### src/rtl/jtag_er_pkg.sv
// Shared opcodes, FSM/chain-select encodings and status bit positions for jtag_er_cmd_ctrl.
// The optional ER1 parity bit is enabled by defining JTAG_CMD_PARITY_EN.
package jtag_er_pkg;

    localparam logic [1:0] OP_NOP = 2'b00;
    localparam logic [1:0] OP_WR  = 2'b01;
    localparam logic [1:0] OP_RD  = 2'b10;
    localparam logic [1:0] OP_RSV = 2'b11;

    typedef enum logic [1:0] {
        ST_IDLE     = 2'd0,
        ST_REQ      = 2'd1,
        ST_WAIT_RSP = 2'd2
    } state_e;

    typedef enum logic [1:0] {
        SEL_NONE = 2'd0,
        SEL_ER1  = 2'd1,
        SEL_ER2  = 2'd2
    } sel_e;

    localparam int STATUS_W      = 8;
    localparam int STAT_BUSY     = 0;
    localparam int STAT_RD_VALID = 1;
    localparam int STAT_OVERRUN  = 2;
    localparam int STAT_TIMEOUT  = 3;
    localparam int STAT_PAR_ERR  = 4;
    localparam int STAT_CNT_LSB  = 5;
    localparam int CNT_W         = 3;

endpackage

### src/rtl/jtag_er_shreg.sv
// Generic JTAG data-register: parallel capture, LSB-first right shift, registered serial out.
module jtag_er_shreg #(
    parameter int W = 8
) (
    input  logic         clk_i,
    input  logic         rst_ni,
    input  logic         load_i,
    input  logic         shift_i,
    input  logic [W-1:0] load_val_i,
    input  logic         sin_i,
    output logic [W-1:0] q_o,
    output logic         sout_o
);

    logic [W-1:0] sr_q;
    logic         sout_q;

    // NOTE: shift registers are plain flops, so they take the async reset like all other state.
    always_ff @(posedge clk_i or negedge rst_ni) begin
        if (!rst_ni) begin
            sr_q   <= '0;
            sout_q <= 1'b0;
        end else begin
            // NOTE: non-blocking so sout_q samples the pre-shift LSB in the same edge.
            sout_q <= sr_q[0];
            if (load_i) begin
                sr_q <= load_val_i;
            end else if (shift_i) begin
                sr_q <= {sin_i, sr_q[W-1:1]};
            end
        end
    end

    assign q_o    = sr_q;
    assign sout_o = sout_q;

endmodule

### src/rtl/jtag_er_cmd_ctrl.sv
// ER1 command / ER2 status controller for the ECP5 JTAGG user chain, JTCK domain only.
// Define JTAG_CMD_PARITY_EN to append an even-parity MSB to the ER1 chain.
module jtag_er_cmd_ctrl
    import jtag_er_pkg::*;
#(
    parameter int ADDR_W      = 6,
    parameter int DATA_W      = 16,
    parameter int TIMEOUT_CYC = 64
) (
    input  logic              JTCK,
    input  logic              JRSTN,
    input  logic              JTDI,
    input  logic              JSHIFT,
    input  logic              JUPDATE,
    input  logic              JCE1,
    input  logic              JCE2,
    input  logic              JRTI1,
    output logic              JTDO1,
    output logic              JTDO2,
    output logic              req_valid,
    input  logic              req_ready,
    output logic              req_we,
    output logic [ADDR_W-1:0] req_addr,
    output logic [DATA_W-1:0] req_wdata,
    input  logic              rsp_valid,
    input  logic [DATA_W-1:0] rsp_rdata,
    output logic              busy
);

    localparam int DR_W = 2 + ADDR_W + DATA_W;
`ifdef JTAG_CMD_PARITY_EN
    localparam int ER1_W = DR_W + 1;
`else
    localparam int ER1_W = DR_W;
`endif
    localparam int TMR_W = (TIMEOUT_CYC > 1) ? $clog2(TIMEOUT_CYC) : 1;

    state_e              state_q;
    sel_e                sel_q;
    logic                req_valid_q, req_we_q;
    logic [ADDR_W-1:0]   req_addr_q, last_addr_q;
    logic [DATA_W-1:0]   req_wdata_q, rd_data_q;
    logic                rd_valid_q, overrun_q, timeout_q, parity_err_q;
    logic [CNT_W-1:0]    cmd_cnt_q;
    logic [TMR_W-1:0]    tmr_q;

    logic [ER1_W-1:0]    er1_q, er1_cap;
    logic [DR_W-1:0]     er1_fields;
    logic [STATUS_W-1:0] er2_q, status;
    logic [1:0]          cmd_op;
    logic                cmd_rw, parity_ok, cap1, upd1, upd2;

    assign busy   = (state_q != ST_IDLE);
    assign cap1   = JCE1 && !JSHIFT;
    assign upd1   = JUPDATE && (sel_q == SEL_ER1);
    assign upd2   = JUPDATE && (sel_q == SEL_ER2);
    assign cmd_op = er1_q[DR_W-1 -: 2];

    assign er1_fields = {rd_valid_q, busy, last_addr_q, rd_data_q};
`ifdef JTAG_CMD_PARITY_EN
    assign er1_cap   = {^er1_fields, er1_fields};
    assign parity_ok = ~^er1_q;
`else
    assign er1_cap   = er1_fields;
    assign parity_ok = 1'b1;
`endif

    // NOTE: every always_comb output gets a default first so no latch is inferred.
    always_comb begin
        cmd_rw = 1'b0;
        case (cmd_op)
            OP_WR, OP_RD:   cmd_rw = 1'b1;
            OP_NOP, OP_RSV: cmd_rw = 1'b0;
        endcase
    end

    always_comb begin
        status                              = '0;
        status[STAT_BUSY]                   = busy;
        status[STAT_RD_VALID]               = rd_valid_q;
        status[STAT_OVERRUN]                = overrun_q;
        status[STAT_TIMEOUT]                = timeout_q;
        status[STAT_PAR_ERR]                = parity_err_q;
        status[STAT_CNT_LSB +: CNT_W]       = cmd_cnt_q;
    end

    jtag_er_shreg #(.W(ER1_W)) u_er1 (
        .clk_i      (JTCK),
        .rst_ni     (JRSTN),
        .load_i     (cap1),
        .shift_i    (JCE1 && JSHIFT),
        .load_val_i (er1_cap),
        .sin_i      (JTDI),
        .q_o        (er1_q),
        .sout_o     (JTDO1)
    );

    jtag_er_shreg #(.W(STATUS_W)) u_er2 (
        .clk_i      (JTCK),
        .rst_ni     (JRSTN),
        .load_i     (JCE2 && !JSHIFT),
        .shift_i    (JCE2 && JSHIFT),
        .load_val_i (status),
        .sin_i      (JTDI),
        .q_o        (er2_q),
        .sout_o     (JTDO2)
    );

    always_ff @(posedge JTCK or negedge JRSTN) begin
        if (!JRSTN) begin
            state_q      <= ST_IDLE;
            sel_q        <= SEL_NONE;
            req_valid_q  <= 1'b0;
            req_we_q     <= 1'b0;
            req_addr_q   <= '0;
            req_wdata_q  <= '0;
            last_addr_q  <= '0;
            rd_data_q    <= '0;
            rd_valid_q   <= 1'b0;
            overrun_q    <= 1'b0;
            timeout_q    <= 1'b0;
            parity_err_q <= 1'b0;
            cmd_cnt_q    <= '0;
            tmr_q        <= '0;
        end else begin
            if (JCE1)         sel_q <= SEL_ER1;
            else if (JCE2)    sel_q <= SEL_ER2;
            else if (JUPDATE) sel_q <= SEL_NONE;

            // Clears come first; any set later in this block overrides them.
            if (cap1) rd_valid_q <= 1'b0;
            if (upd2) begin
                overrun_q    <= overrun_q    & ~er2_q[STAT_OVERRUN];
                timeout_q    <= timeout_q    & ~er2_q[STAT_TIMEOUT];
                parity_err_q <= parity_err_q & ~er2_q[STAT_PAR_ERR];
            end

            case (state_q)
                ST_IDLE: begin
                    if (upd1 && cmd_rw && parity_ok) begin
                        req_we_q    <= (cmd_op == OP_WR);
                        req_addr_q  <= er1_q[DATA_W +: ADDR_W];
                        req_wdata_q <= er1_q[DATA_W-1:0];
                        req_valid_q <= 1'b1;
                        state_q     <= ST_REQ;
                    end
                end
                ST_REQ: begin
                    if (req_valid_q && req_ready) begin
                        req_valid_q <= 1'b0;
                        if (req_we_q) begin
                            cmd_cnt_q <= cmd_cnt_q + 3'd1;
                            state_q   <= ST_IDLE;
                        end else begin
                            tmr_q   <= '0;
                            state_q <= ST_WAIT_RSP;
                        end
                    end
                end
                ST_WAIT_RSP: begin
                    if (rsp_valid) begin
                        rd_data_q   <= rsp_rdata;
                        last_addr_q <= req_addr_q;
                        rd_valid_q  <= 1'b1;
                        cmd_cnt_q   <= cmd_cnt_q + 3'd1;
                        state_q     <= ST_IDLE;
                    end else if (TIMEOUT_CYC != 0 && tmr_q == TMR_W'(TIMEOUT_CYC - 1)) begin
                        timeout_q <= 1'b1;
                        state_q   <= ST_IDLE;
                    end else begin
                        tmr_q <= tmr_q + 1'b1;
                    end
                end
                default: state_q <= ST_IDLE;
            endcase

            if (upd1 && cmd_rw) begin
                if (!parity_ok) parity_err_q <= 1'b1;
                else if (busy)  overrun_q    <= 1'b1;
            end
        end
    end

    assign req_valid = req_valid_q;
    assign req_we    = req_we_q;
    assign req_addr  = req_addr_q;
    assign req_wdata = req_wdata_q;

    logic unused_bits;
    assign unused_bits = ^{JRTI1, er2_q[7:5], er2_q[1:0]};

endmodule
### config.mk
export PLATFORM = sky130hd
export DESIGN_NAME = jtag_er_cmd_ctrl
export DESIGN_NICKNAME = d
export VERILOG_FILES = /design/src/rtl/jtag_er_pkg.sv /design/src/rtl/jtag_er_shreg.sv /design/src/rtl/jtag_er_cmd_ctrl.sv
export SDC_FILE = /design/constraint.sdc
export NUM_CORES = 1
export LEC_CHECK = 0
export CAP_MARGIN = 5
export CORE_AREA = 2 2 95 88
export DETAILED_ROUTE_END_ITERATION = 6
export DIE_AREA = 0 0 97 90
export HOLD_SLACK_MARGIN = 0.06
export PLACE_DENSITY = 0.81
export SLEW_MARGIN = 20
export SYNTH_ARGS = -nofsm -noshare
export SYNTH_HDL_FRONTEND = slang
export SYNTH_SLANG_ARGS = --single-unit
export TNS_END_PERCENT = 1
### constraint.sdc
create_clock -name JTCK -period 2.09 [get_ports JTCK]
set_clock_uncertainty 0.05 [all_clocks]
set_input_delay 0.418 -clock JTCK [delete_from_list [all_inputs] [get_ports JTCK]]
set_output_delay 0.418 -clock JTCK [all_outputs]
set_load 0.03 [all_outputs]
== Word-level counts from Yosys, hierarchy flattened ==
Cells that the tools add are included.
Word-level totals
  register bits after elaboration: 97
  bits of input ports: 26
  output and inout bits: 27
  word-level logic and storage cells: 103
Operators by class
  add/subtract/negate cells: 2
  equal/unequal tests: 16
  multiplexer cells: 36
  bitwise logic cells: 6
  reductions and logical operators: 25
Operators by type and width (number)
  2-to-1 mux 24 bit: 2
  2-to-1 mux 6 bit: 4
  2-to-1 mux 2 bit: 8
  2-to-1 mux 8 bit: 2
  != test 2 bit (second input constant): 7
  2-to-1 mux 1 bit: 12
  one-hot mux 6 bit (2 select lines): 1
  nonzero test 2 bit: 5
  2-to-1 mux 3 bit: 3
  == test 2 bit (second input constant): 4
  logical AND 1 bit: 8
  adder 6 x 1 -> 6 bit (second input constant): 1
  == test 2 x 1 -> 1 bit (second input constant): 3
  == test 6 bit (second input constant): 1
  one-hot mux 2 bit (3 select lines): 1
  one-hot mux 3 bit (2 select lines): 1
  AND reduction 3 bit: 2
  AND reduction 5 bit: 1
  zero test 2 bit: 2
  one-hot mux 1 bit (2 select lines): 2
  AND reduction 2 bit: 2
  AND reduction 4 bit: 1
  OR reduction 2 bit: 2
  adder 3 x 1 -> 3 bit (second input constant): 1
  5 further kinds: 9

== Longest topological paths before layout ==
Gate-level depths: netlist (run 1).
  depth in word-level cells: 6
  depth in mapped cells: 7
  mapped depth without buffers: 5

== By module ==
A second synthesis (run 1) with hierarchy kept.
Second synthesis, totals
  cells, all modules: 341
  area total of the unflattened synthesis: 4231.6 um2
Modules (own cells, without submodules)
  jtag_er_cmd_ctrl: instances 1, cells each 201, area an instance 2681.3 um2, sequential area each 1576.5 um2
  jtag_er_shreg (u_er1): instances 1, cells each 105, area an instance 1152.4 um2, sequential area each 625.6 um2
  jtag_er_shreg (u_er2): instances 1, cells each 35, area an instance 397.9 um2, sequential area each 225.2 um2

== Worst setup path after synthesis (run 1) ==
No wires, ideal clock.
  kind: reg2reg
  from: reg u_er1.sr_q[22], in the netlist u_er1.q_o[22]
  to: reg req_addr_q[0], in the netlist req_addr[0]
  library setup time: 125 ps
  arrival: 1597 ps
  required time: 1915 ps
  setup slack: 318 ps
  stages on the path, launching flop included: 7
  buffers on the path: 2
  clock period less this slack: 1772 ps
  cell sequence: dfrtp_1 -> ha_1 -> and4bb_2 -> nand2b_4 -> buf_6 -> buf_6 -> mux2_4
Between the ends
  longest elaborated chain between the ends: 5
  elaborated cells between the ends (all ways): 9
  classes of those cells: 3 x eq/ne; 1 x mux; 5 x reduce/logical
Ends and longest elaborated chain
  start, declared: line jtag_er_shreg.sv:15  | logic [W-1:0] sr_q;
  start signal, assigned: line jtag_er_shreg.sv:27  | sr_q <= load_val_i;
  start signal, assigned: line jtag_er_shreg.sv:29  | sr_q <= {sin_i, sr_q[W-1:1]};
  == test 2 bit, or another cell as far along: line jtag_er_cmd_ctrl.sv:71  | case (cmd_op)
  OR reduction 2 bit: line jtag_er_cmd_ctrl.sv:71
  one-hot mux 1 bit (2 select lines) (*): line jtag_er_cmd_ctrl.sv:71
  logical AND 1 bit (*): line jtag_er_cmd_ctrl.sv:140  | if (upd1 && cmd_rw && parity_ok) begin
  AND reduction 2 bit (no line) (*)
  end signal, assigned: line jtag_er_cmd_ctrl.sv:142  | req_addr_q <= er1_q[DATA_W +: ADDR_W];
  end, declared: line jtag_er_cmd_ctrl.sv:41  | logic [ADDR_W-1:0] req_addr_q, last_addr_q;
Every way passes the cells marked *; elsewhere a longest branch is shown, timed or not.
A chain may end at the register's enable or synchronous reset.

== Final worst setup path (run 1) ==
  from: reg req_we_q, in the netlist req_we
  to: out req_we
RTL lines
  start, declared: line jtag_er_cmd_ctrl.sv:40  | logic req_valid_q, req_we_q;
  start signal, assigned: line jtag_er_cmd_ctrl.sv:141  | req_we_q <= (cmd_op == OP_WR);
  end, declared: line jtag_er_cmd_ctrl.sv:22  | output logic req_we,
No word-level cell between the ends.

==> results of run 1 <==
worst paths after layout:
path	start	end	slack (ns)	cells past startpoint
min in group asynchronous	JRSTN	tmr_q[4]	0.46	2
min reg2reg	u_er2.q_o[0]	u_er2.sout_o	0.34	0
max	req_we	req_we	0.14	1
max reg2reg	u_er1.q_o[22]	req_addr[1]	0.26	5
max in group asynchronous	JRSTN	last_addr_q[4]	0.97	3
min	JCE1	sel_q[0]	0.21	3
power by group through the flow:
stage / clock, mW / combinational, mW / sequential (mW)
final: 1.33 / 2.53 / 3.08
after global routing: 1.45 / 2.72 / 3.18
after CTS: 1.36 / 2.56 / 3.08
after detailed placement: 0 / 2.56 / 3.11
after global placement: 0 / 2.49 / 3.08
after floorplan: 0 / 1.22 / 3.49
synth_stat cells, drive strengths merged:
cell    count  area [um^2]
dfrtp      97         2430
mux2       46          593
a21oi      35          175
nor2       33          124
mux2i      31          310
o21ai      11         55.1
inv        10         37.5
buf         9         70.1
clkbuf      9         33.8
nand2       8         30.0
nand3       7         35.0
nand2b      4         32.5
xor2        4         35.0
ha          3         37.5
nand3b      2         15.0
o221ai      2         17.5
a21boi      1         7.51
a21o        1         7.51
a22o        1         8.76
a32o        1         10.0
and3b       1         8.76
and4bb      1         12.5
nand4b      1         8.76
nor2b       1         6.26
nor3        1         5.00
nor3b       1         7.51
o211ai      1         7.51
o21a        1         7.51
o22ai       1         6.26
or2         1         8.76
or3         1         6.26
or3b        1         11.3
or4         1         7.51
xnor2       1         8.76
repair_timing:
| action | in CTS | in global routing |
|---|---|---|
| hold buffers | 1 | 0 |
| endpoints found under the hold margin | 27 | 0 |
| resized for setup | 1 | 0 |
| setup endpoints to repair | 1 | 0 |
state kept, by name (all words and copies together) (netlist names), 2 cells and up:
register and cells:
u_er1.q_o 24, rd_data_q 16, req_wdata 16, u_er2.q_o 8
last_addr_q 6, req_addr 6, tmr_q 6, cmd_cnt_q 3
sel_q 2, state_q 2
per-layer routing:
metal | GRT usage, % | up-vias
met1 | 23.7 | 1322
met5 | 0 | -
met2 | 29.4 | 58
li1 | - | 1258
met4 | 6.46 | 0
met3 | 4.67 | 12
kinds of logic (layout without fill, tap and decap cells):
kind of cell / Yosys count / count (layout) / synth area share, %
adder cells (fa/ha/maj): 3 / 3 / 0.899
buffers and inverters: 28 / 92 / 3.39
flip-flops: 97 / 97 / 58.1
XOR/XNOR: 5 / 5 / 1.05
multiplexers: 77 / 77 / 21.6
AND/OR/NAND/NOR: 64 / 64 / 7.64
AO/OA/AOI/OAI: 55 / 55 / 7.25
cell type report:
type	instances	area share (%)
clock buffers	10	2.51
clock inverters	6	1.77
inverters	10	0.738
multi-input cells	204	31.6
flip-flops and latches	97	47.7
well taps	99	2.43
repair buffers	66	13.3
stage by stage:
step	hold WS, ns	cell area [um^2]
after global placement	0.313	4860
after global routing	0.207	5090
after floorplan	0.0724	4180
after CTS	0.204	5090
after detailed placement	0.318	4860
final	0.212	5090
==> reports/qor.txt, run 1 <==
Status: complete, no violations
CTS clk-pin slew, worst paths: 0.09 ns
Drt first-iter violations: 84
Total power: 6.94 mW
Syn Area/Cell: 12.7 um^2
Worst slew pin tran: 0.591 ns
GPL Wtd Cong: 0.799
Met2 wire length: 3610 um
Die area: 8730 um^2
Fin crit share: 93.1%
Total negative slack: 0 ns
Register Area: 2430 um^2
RSZ-0062 raised after global routing: no
CP max FO: 2
Crit path kind: reg2out
Layout cells sized above 1: 20.9%
Clk Latency, worst-skew pair: 0.36 ns
Port Buf Inserts: 51
Synthesized net count: 358
# setup viols final: 0
Cell count after placement: 475
Combinational power share: 36.4%
Root Buffer: clkbuf_8
Synth warn: 0
Total GRT Usage: 18.1%
Slew Viols, Final: 0
Via count: 2650
CTS tree: done
Vias/cell: 5.39
DR WL/cell: 15.1 um
Buffer count from post-CTS setup fixing: 0
Max_cap viols: 0
Antenna Nets Post-Route: 0
Drt total wl: 7420 um
First-pass GRT wire length: 12700 um
Antenna violations before repair: 0
Sequential share of the synthesized area: 58.1%
Area of the multi-input gates: 1610 um^2
Static Leak: 2.39 nW
HP Class: in2reg
Synth unique cells: 38
Top Layer Used: met4
Initial DRT Pass Iterations: 5
Max incr delay on CP: 0.70 ns
Crit-path leading delay family: buffers and inverters
Worst-path cell chain: clkdlybuf4s50_1
Detailed route wirelength on metal3: 302 um
Seq cells post-synth: 97
Worst slack at placement: 0.0956 ns
FMAX: 514 MHz
Core Util, Final: 65.3%
Slowest CP cell: clkdlybuf4s50_1
Setup ws final: 0.145 ns
H-tree Lvls: 3
Switching Power: 2.32 mW
GRT overflow: 0
Die Wd: 97 um
Synthesized cell area: 4180 um^2
PD cells: 1360 nW/um^2
Most frequent cells in the layout: dfrtp_1, clkdlybuf4s50_1, a21oi_1
Die height: 90 um
Sw Share: 33.4%
Internal power: 4.62 mW
Power share of the clock group: 19.2%
Nets: 417
Vias in the first global route: 2662
Finished Layout Cells: 492
Clock buffer depth: 2
Reg power frac: 44.4%
Pin count of the biggest net entering global routing: 50
Fin crit period: 1.95 ns
Crit end category: primary output
Fillers: 592
Count of final hold-check violations: 0
Initial core utilization: 53.6%
Core area: 7800 um^2
Mapped Cells: 329
Cell Rows: 31
Critical Path Start Type: flip-flop
WP buf/inv: 1
# IOs: 53
DRC Markers: 0
Worst EP arrival: 1.48 ns
Clock Sinks: 97
ANT cells: 0
Most common cell after layout, fill and taps aside: dfrtp_1
Max_slew headroom: 60.4%
Num CTS Buffers: 9
WL met1: 3370 um
Area grow syn2layout: 21.8%
CP required: 1.62 ns
Dpl hpwl: 5100 um
Max IR drop VDD: 0.742 mV
No activity file was read; power rests on OpenSTA's default activity.
==> run 2: changes to the inputs <==
HOLD_SLACK_MARGIN = 0.15   (was 0.06)
MAX_ROUTING_LAYER = met4   (was not set)
SKIP_LAST_GASP = 1   (was not set)
==> reports/qor.txt, run 2 (synthesis results as in run 1) <==
Status: complete, no violations
Die height: 90 um
Port Buf Inserts: 51
Antenna Nets Post-Route: 0
Slowest CP cell: clkdlybuf4s50_1
Static Leak: 2.39 nW
Initial DRT Pass Iterations: 4
Root Buffer: clkbuf_8
Placement Cell Area: 4860 um^2
Antenna violations before repair: 0
Die Wd: 97 um
Worst path depth: 1
Most frequent cells in the layout: dfrtp_1, clkdlybuf4s50_1, a21oi_1
Num CTS Buffers: 9
Critical Path Start Type: flip-flop
Final Instance Area: 5090 um^2
Worst-path cell chain: clkdlybuf4s50_1
Clk Latency, worst-skew pair: 0.36 ns
Largest register FFs: 24
Detailed route wirelength on metal3: 270 um
Max_cap viols: 0
Slew Viols, Final: 0
Die area: 8730 um^2
Max IR drop VDD: 0.745 mV
Clock buffer depth: 2
CTS clk-pin slew, worst paths: 0.09 ns
CP max FO: 2
Total GRT Usage: 18.6%
DR WL/cell: 15.1 um
Layout cells sized above 1: 20.9%
Met2 wire length: 3600 um
Cell Rows: 31
Area grow syn2layout: 21.8%
CTS tree: done
CP required: 1.62 ns
FMAX: 513 MHz
Worst EP arrival: 1.48 ns
Drt first-iter violations: 71
Clock Sinks: 97
Fin crit period: 1.95 ns
Core area: 7800 um^2
Top Layer Used: met4
Total negative slack: 0 ns
Setup ws final: 0.141 ns
Dpl hpwl: 5100 um
Worst r2r path cells: 5
Fin crit share: 93.2%
Crit path kind: reg2out
Vias in the first global route: 2669
Max incr delay on CP: 0.70 ns
Most common cell after layout, fill and taps aside: dfrtp_1
Initial core utilization: 53.6%
Drt total wl: 7410 um
Hold_ws: 0.213 ns
# IOs: 53
RSZ-0062 raised after global routing: no
Min-Delay Path Depth: 3
ANT cells: 0
Max_slew headroom: 60.1%
Crit end category: primary output
Nets: 417
Count of final hold-check violations: 0
H-tree Lvls: 3
Vias/cell: 5.37
GPL Wtd Cong: 0.810
Worst slack at placement: 0.0956 ns
Via count: 2643
HP Class: in2reg
GRT overflow: 0
# setup viols final: 0
Worst slew pin tran: 0.596 ns
WL met1: 3400 um
Pin count of the biggest net entering global routing: 50
First-pass GRT wire length: 12700 um
Crit-path leading delay family: buffers and inverters
PD cells: 1360 nW/um^2
DRC Markers: 0
WP buf/inv: 1
==> run 2: cell counts in the layout (fill, tap and decap cells not counted) <==
No cell type changed its count.
==> run 2: timing repair <==
item,4_1_cts,5_1_grt
hold buffers,1,0
buffers inserted,0,0
gates resized for setup,1,0
hold endpoints to repair,27,0
endpoints found under the setup margin,1,0
==> run 2: per-layer routing <==
layer | global-route usage, % | vias up
li1 | - | 1260
met1 | 24.0 | 1315
met2 | 29.3 | 56
met3 | 4.35 | 12
met4 | 6.46 | 0
met5 | - | -
==> run 2: cell type report <==
type                            count  area [um^2]
Fill cell                         592         2710
Inverter                           10         37.5
Clock buffer                       10          128
Clock inverter                      6         90.1
Tap cell                           99          124
Sequential cell                    97         2430
Multi-Input combinational cell    204         1610
Timing Repair Buffer               66          674
==> run 2: where the power goes <==
| part | total [mW] | internal (mW) | switching [mW] |
|---|---|---|---|
| clock | 1.33 | 0.682 | 0.649 |
| combinational | 2.53 | 1.35 | 1.18 |
| sequential | 3.08 | 2.59 | 0.489 |
| total | 6.94 | 4.62 | 2.31 |
==> run 2: worst paths after layout <==
path	startpoint	to	slack (ns)
max	req_we	req_we	0.14
min	JCE1	sel_q[0]	0.21
max reg2reg	u_er1.q_o[22]	req_addr[1]	0.26
min reg2reg	u_er2.q_o[0]	u_er2.sout_o	0.34
max in group asynchronous	JRSTN	last_addr_q[4]	0.97
min in group asynchronous	JRSTN	tmr_q[4]	0.46
==> run 2: metrics by stage <==
step | total power, mW | std cells | util [%]
2_1_floorplan | 4.70 | 329 | -
3_3_place_gp | 5.57 | 475 | 62.3
3_5_place_dp | 5.67 | 475 | 62.3
4_1_cts | 7.00 | 492 | 65.3
5_1_grt | 7.35 | 492 | 65.3
6_report | 6.94 | 492 | 65.3
